[src/rtl/vga_tile_pkg.sv]
// Shared constants and helpers for the tile-grid VGA renderer:
// 640x480@60 timing, default palette and address-width helper.
package vga_tile_pkg;

  localparam logic [9:0] H_ACTIVE     = 10'd640;
  localparam logic [9:0] H_FP         = 10'd16;
  localparam logic [9:0] H_SYNC       = 10'd96;
  localparam logic [9:0] H_BP         = 10'd48;
  localparam logic [9:0] H_TOTAL      = H_ACTIVE + H_FP + H_SYNC + H_BP;
  localparam logic [9:0] H_LAST       = H_TOTAL - 10'd1;
  localparam logic [9:0] H_SYNC_START = H_ACTIVE + H_FP;
  localparam logic [9:0] H_SYNC_END   = H_SYNC_START + H_SYNC;

  localparam logic [9:0] V_ACTIVE     = 10'd480;
  localparam logic [9:0] V_FP         = 10'd10;
  localparam logic [9:0] V_SYNC       = 10'd2;
  localparam logic [9:0] V_BP         = 10'd33;
  localparam logic [9:0] V_TOTAL      = V_ACTIVE + V_FP + V_SYNC + V_BP;
  localparam logic [9:0] V_LAST       = V_TOTAL - 10'd1;
  localparam logic [9:0] V_SYNC_START = V_ACTIVE + V_FP;
  localparam logic [9:0] V_SYNC_END   = V_SYNC_START + V_SYNC;

  // Per-pixel control flags carried alongside the colour pipeline
  typedef struct packed {
    logic act;
    logic hs;
    logic vs;
    logic first;
  } sync_flags_t;

  function automatic int unsigned tile_aw(input int unsigned n);
    return (n <= 1) ? 1 : $clog2(n);
  endfunction

  // 3-bit RGB base pattern; wider colours replicate each bit
  function automatic logic [2:0] pal_default(input int unsigned idx);
    case (idx)
      0:       return 3'b111;
      1:       return 3'b100;
      2:       return 3'b010;
      3:       return 3'b001;
      4:       return 3'b110;
      5:       return 3'b011;
      6:       return 3'b101;
      default: return 3'b000;
    endcase
  endfunction

endpackage

[src/rtl/vga_timing_gen.sv]
// Pixel-enable divider plus 800x525 raster counters with raw sync and
// active-area decode.
module vga_timing_gen
  import vga_tile_pkg::*;
#(
  parameter int unsigned CLK_DIV = 2
) (
  input  logic       clk,
  input  logic       rst,
  output logic       pe,
  output logic [9:0] hx,
  output logic [9:0] vy,
  output logic       hsync_raw,
  output logic       vsync_raw,
  output logic       active
);

  localparam int unsigned DW = $clog2(CLK_DIV);

  logic [DW-1:0] div_cnt;

  assign pe = (div_cnt == DW'(CLK_DIV - 1));

  always_ff @(posedge clk) begin
    if (rst)     div_cnt <= '0;
    else if (pe) div_cnt <= '0;
    else         div_cnt <= div_cnt + DW'(1);
  end

  always_ff @(posedge clk) begin
    if (rst) begin
      hx <= '0;
      vy <= '0;
    end else if (pe) begin
      if (hx == H_LAST) begin
        hx <= '0;
        vy <= (vy == V_LAST) ? '0 : vy + 10'd1;
      end else begin
        hx <= hx + 10'd1;
      end
    end
  end

  assign hsync_raw = (hx >= H_SYNC_START) && (hx < H_SYNC_END);
  assign vsync_raw = (vy >= V_SYNC_START) && (vy < V_SYNC_END);
  assign active    = (hx < H_ACTIVE) && (vy < V_ACTIVE);

endmodule

[src/rtl/vga_tile_grid.sv]
// Tile-grid renderer: divider-free tile tracking, 3-stage pixel pipeline,
// runtime palette, cursor frame and grid-line overlays.
module vga_tile_grid
  import vga_tile_pkg::*;
#(
  parameter int unsigned COLS      = 4,
  parameter int unsigned ROWS      = 4,
  parameter int unsigned CW        = 3,
  parameter int unsigned IDXW      = 3,
  parameter int unsigned CLK_DIV   = 2,
  parameter int unsigned ADDR_MODE = 0,
  parameter int unsigned BORDER    = 2,
  parameter int unsigned GRID_EN   = 0
) (
  input  logic                                clk,
  input  logic                                rst,
  output logic [tile_aw(COLS*ROWS)-1:0]       tile_addr,
  input  logic [IDXW-1:0]                     tile_idx,
  input  logic [tile_aw(COLS*ROWS)-1:0]       cursor_addr,
  input  logic                                cursor_en,
  input  logic                                pal_we,
  input  logic [IDXW-1:0]                     pal_addr,
  input  logic [CW-1:0]                       pal_data,
  output logic                                hsync_n,
  output logic                                vsync_n,
  output logic [CW-1:0]                       rgb,
  output logic                                de,
  output logic                                frame_start
);

  localparam int unsigned AW       = tile_aw(COLS * ROWS);
  localparam int unsigned TW       = 32'(H_ACTIVE) / COLS;
  localparam int unsigned TH       = 32'(V_ACTIVE) / ROWS;
  localparam int unsigned SXW      = tile_aw(TW);
  localparam int unsigned SYW      = tile_aw(TH);
  localparam int unsigned CXW      = tile_aw(COLS);
  localparam int unsigned RYW      = tile_aw(ROWS);
  localparam int unsigned NPAL     = 2 ** IDXW;
  localparam int unsigned GRID_IDX = (IDXW >= 3) ? 7 : 0;
  localparam int unsigned CREP     = CW / 3;

  logic       pe;
  logic [9:0] hx, vy;
  logic       hsync_raw, vsync_raw, active;

  vga_timing_gen #(.CLK_DIV(CLK_DIV)) u_timing (
    .clk       (clk),
    .rst       (rst),
    .pe        (pe),
    .hx        (hx),
    .vy        (vy),
    .hsync_raw (hsync_raw),
    .vsync_raw (vsync_raw),
    .active    (active)
  );

  // S0: tile position tracked alongside hx/vy
  logic [SXW-1:0] sub_x;
  logic [CXW-1:0] col;
  logic [SYW-1:0] sub_y;
  logic [RYW-1:0] row;

  always_ff @(posedge clk) begin
    if (rst) begin
      sub_x <= '0;
      col   <= '0;
      sub_y <= '0;
      row   <= '0;
    end else if (pe) begin
      if (hx == H_LAST) begin
        sub_x <= '0;
        col   <= '0;
        if (vy == V_LAST) begin
          sub_y <= '0;
          row   <= '0;
        end else if (vy < V_ACTIVE) begin
          if (sub_y == SYW'(TH - 1)) begin
            sub_y <= '0;
            if (row != RYW'(ROWS - 1)) row <= row + RYW'(1);
          end else begin
            sub_y <= sub_y + SYW'(1);
          end
        end
      end else if (hx < H_ACTIVE) begin
        if (sub_x == SXW'(TW - 1)) begin
          sub_x <= '0;
          if (col != CXW'(COLS - 1)) col <= col + CXW'(1);
        end else begin
          sub_x <= sub_x + SXW'(1);
        end
      end
    end
  end

  logic [AW-1:0] addr_calc;
  logic          brd_c, grid_c;

  always_comb begin
    addr_calc = '0;
    if (ADDR_MODE == 1)
      addr_calc = AW'((COLS - 1 - 32'(col)) * ROWS + (ROWS - 1 - 32'(row)));
    else
      addr_calc = AW'(32'(row) * COLS + 32'(col));
    brd_c  = (BORDER != 0) &&
             ((32'(sub_x) < BORDER) || (32'(sub_x) >= TW - BORDER) ||
              (32'(sub_y) < BORDER) || (32'(sub_y) >= TH - BORDER));
    grid_c = (GRID_EN != 0) && ((sub_x == '0) || (sub_y == '0));
  end

  // S1: tile address and edge flags; address holds through blanking
  sync_flags_t fl_s1, fl_s2;
  logic        brd_s1, grid_s1;

  always_ff @(posedge clk) begin
    if (rst) begin
      tile_addr <= '0;
      fl_s1     <= '0;
      brd_s1    <= 1'b0;
      grid_s1   <= 1'b0;
    end else if (pe) begin
      if (active) tile_addr <= addr_calc;
      fl_s1   <= '{act: active, hs: hsync_raw, vs: vsync_raw,
                   first: (hx == '0) && (vy == '0)};
      brd_s1  <= brd_c;
      grid_s1 <= grid_c;
    end
  end

  // S2: bank data returns; cursor match uses the address it was fetched for
  logic [IDXW-1:0] idx_s2;
  logic            cur_s2, grid_s2;

  always_ff @(posedge clk) begin
    if (rst) begin
      idx_s2  <= '0;
      cur_s2  <= 1'b0;
      grid_s2 <= 1'b0;
      fl_s2   <= '0;
    end else if (pe) begin
      idx_s2  <= tile_idx;
      cur_s2  <= cursor_en && (tile_addr == cursor_addr) && brd_s1;
      grid_s2 <= grid_s1;
      fl_s2   <= fl_s1;
    end
  end

  logic [CW-1:0] pal [NPAL];

  function automatic logic [CW-1:0] pal_reset(input int unsigned i);
    logic [2:0] b;
    b = pal_default(i);
    return {{CREP{b[2]}}, {CREP{b[1]}}, {CREP{b[0]}}};
  endfunction

  always_ff @(posedge clk) begin
    if (rst) begin
      for (int unsigned i = 0; i < NPAL; i++) pal[IDXW'(i)] <= pal_reset(i);
    end else if (pal_we) begin
      pal[pal_addr] <= pal_data;
    end
  end

  logic [CW-1:0] pal_col, rgb_d;

  always_comb begin
    pal_col = pal[idx_s2];
    rgb_d   = pal_col;
    if (!fl_s2.act)   rgb_d = '0;
    else if (cur_s2)  rgb_d = ~pal_col;
    else if (grid_s2) rgb_d = pal[IDXW'(GRID_IDX)];
  end

  // S3: aligned outputs
  always_ff @(posedge clk) begin
    if (rst) begin
      rgb         <= '0;
      de          <= 1'b0;
      hsync_n     <= 1'b1;
      vsync_n     <= 1'b1;
      frame_start <= 1'b0;
    end else begin
      frame_start <= pe && fl_s2.first && fl_s2.act;
      if (pe) begin
        rgb     <= rgb_d;
        de      <= fl_s2.act;
        hsync_n <= ~fl_s2.hs;
        vsync_n <= ~fl_s2.vs;
      end
    end
  end

endmodule
[config.mk]
export PLATFORM = sky130hd
export DESIGN_NAME = vga_tile_grid
export DESIGN_NICKNAME = d
export VERILOG_FILES = /design/src/rtl/vga_tile_pkg.sv /design/src/rtl/vga_timing_gen.sv /design/src/rtl/vga_tile_grid.sv
export SDC_FILE = /design/constraint.sdc
export NUM_CORES = 1
export LEC_CHECK = 0
export ABC_AREA = 1
export CORE_MARGIN = 2
export CORE_UTILIZATION = 58
export CTS_CLUSTER_SIZE = 24
export DETAILED_ROUTE_END_ITERATION = 6
export PLACE_DENSITY = 0.75
export REMOVE_ABC_BUFFERS = 1
export SLEW_MARGIN = 20
export SYNTH_ARGS = -nofsm -noshare
export SYNTH_HDL_FRONTEND = slang
export SYNTH_HIERARCHICAL = 1
export SYNTH_SLANG_ARGS = --single-unit
[constraint.sdc]
create_clock -name clk -period 1.8 [get_ports clk]
set_clock_uncertainty 0.05 [all_clocks]
set_input_delay 0.36 -clock clk [delete_from_list [all_inputs] [get_ports clk]]
set_output_delay 0.36 -clock clk [all_outputs]
set_load 0.03 [all_outputs]
==> metrics.cfg <==
[status]
outcome=finished clean

[synthesis]
ys.flop_type=dfxtp_1
netlist_instances=695
syn_area_um2=4890
synth.distinct_cells=44
synth.yosys.warnings=6
synth_edf_count=24
ys_seq_elements=91
async_flop_share_pct=0
synth_area_per_cell_um2=7.03
ys_seq_area_share_pct=42.2

[detailed_routing]
wl_per_cell_um=13.0
via_per_inst=5.23
vias=4470
wirelength_mm=11.1
ant_nets=0
first_pass_iters=5
drc=0
initialDrtViolationCount=225

[cts]
path_clk_slew_ns=0.09
postCtsHoldBufs=0
worstSkewPairLatency_ns=0.35
cts_buffer_depth=2
cts_root_buf=clkbuf_8
clkSinkCount=91
htree_levels=3
cts_made_buffers=9
cts_tree=built

[critical_path]
crit_family=buffers and inverters
slowest_stage=clkdlybuf4s50_1
required_ns=1.39
critPathMaxStageDelay_ns=0.66
worstSetupEndpointType=output pin
cp-start-kind=flop
critPathArrivalTime_ns=1.34
path_buf_inv=1
critPathKind=reg -> out
worstPathMaxFanout=2
path_cells=clkdlybuf4s50_1

[sta]
fmax_mhz=570
relSlewSlack_pct=67.2
slew_violations=0
finalSetupViolCount=0
min_period_ns=1.75
finalWorstSetupSlack_ns=0.0468
finalCritPeriodShare_pct=97.4
tns_ns=0
max_slew.worst_pin.slew_ns=0.479
hold_viol_final=0
rsz0062_at_grt=no

[floorplanning]
die_area_um2=9180
fp.coreArea_um2=8180
die_w_um=95.8
rows=33
ios=28
die_h_um=95.8
initial_core_util_pct=59.8

[placed_design]
dp_worst_setup_slack_ns=-0.215
gp_congestion=0.903
port_buffers=27
hpwlAfterDp_mm=8.16

[final_layout]
layout-drive-gt1-share_pct=11.6
fillers=703
seqCellArea_um2=2060
antenna_cells=0
multi_input_area_um2=2350
area_growth_pct=15.1
finish.net_count=770

[grt]
grt_antenna_before_repair=0
grt_usage_pct=25.5
grt_pass1_vias=4262
grt_start_max_net_pins=22
overflow=0
grt_pass1_wl_mm=18.6

[run]
cap_violations=0

[pwr]
power_density_nw_per_um2=707
ir_worst_vdd_uv=445
p_leak_nw=2.47

[min_path]
hold_path_class=reg -> reg

## cell families after synthesis
group	count (synthesis)	share of synthesized area, %
xor+xnor	12	2.15
compound gates	73	8.14
buf+inv	121	9.88
simple gates	389	35.3
flops	91	42.2
fa+ha+maj	9	2.30
## power breakdown
| group | internal, mW | switching, mW |
|---|---|---|
| clock network | 0.625 | 0.727 |
| registers | 2.17 | 0.0509 |
| logic | 0.157 | 0.241 |
## cells in the final DEF (no fill, tap or decap), drive strengths merged, types with 4 or more instances in the layout
cell type        n
edfxtp          24
nor4             4
inv            106
buf             27
dfxtp           67
clkdlybuf4s50   18
nor3             9
nand3           46
dlymetal6s2s     4
nand2          186
a21oi           37
ha               9
nand4           19
o21ai           29
nor2           118
xnor2            5
xor2             7
dlygate4sd2      5
clkbuf          11
## area by class of cell
type | instances | share of cell area [%]
clock buffers | 11 | 2.89
clock inverters | 5 | 0.578
inverters | 105 | 7.09
multi-input cells | 483 | 41.7
flip-flops and latches | 91 | 36.7
well taps | 105 | 2.33
repair buffers | 54 | 8.69
## per-stage QoR
step                hold WS, ns  utilization [%]  total power [mW]  cells  cell area [um^2]
floorplan                 0.356                -              2.49    679              4800
global placement          0.362             66.1              2.65    837              5400
detailed placement        0.374             66.1              2.67    837              5400
CTS                       0.388             68.4              3.98    853              5590
global route              0.402             68.8              4.13    854              5630
finish                    0.382             68.8              3.98    854              5630
## worst paths after layout
check | slack, ns | startpoint | cells after the start | end
hold / removal | 0.38 | fl_s2[2] | 1 | hsync_n
setup reg to reg | 0.16 | u_timing/hx[3] | 9 | sub_x[7]
hold reg to reg | 0.38 | fl_s2[2] | 1 | hsync_n
setup / recovery | 0.05 | rgb[2] | 1 | rgb[2]
## registers in the layout, indices dropped and copies added, names as in the netlist, 2 cells and up, named ones only
name         count
idx_s2           3
rgb              3
pal             24
tile_addr        4
fl_s1            4
row              2
sub_y            7
fl_s2            4
u_timing/vy     10
sub_x            8
u_timing/hx     10
col              2
## per-layer routing
layer / up-vias / share of wire [%] / GRT usage (%) / routed length (um)
met5: - / 0 / 0 / 0
met4: 0 / 1.8 / 10.1 / 203
met3: 19 / 4.7 / 3.76 / 518
met2: 120 / 49 / 44.1 / 5430
met1: 2031 / 45 / 32.1 / 4970
li1: 2300 / - / - / -
## synth_stat cells, types with 2 or more instances
master,number,area [um^2]
nor3_2,2,20.0
xnor2_1,5,43.8
nand2_2,7,43.8
buf_2,4,20.0
o21ai_0,22,110
edfxtp_1,24,721
xor2_1,7,61.3
nor2_4,4,45.0
nor4_1,4,25.0
o21ai_1,7,35.0
inv_2,14,52.6
and3_1,2,12.5
inv_1,90,338
nand4_1,18,113
dfxtp_1,67,1340
nor3_1,7,35.0
nand3_1,44,220
a21oi_1,36,180
buf_4,3,22.5
ha_1,9,113
nor2_1,107,402
nand2_1,178,668
nor2_2,7,43.8
clkbuf_1,7,26.3
## repair_timing
action                     4_1_cts  5_1_grt
setup buffers                    0        1
pin swaps                        0        1
resized for setup                5        7
setup endpoints to repair        5       14
Note: power is estimated with default switching activity, not from simulation.
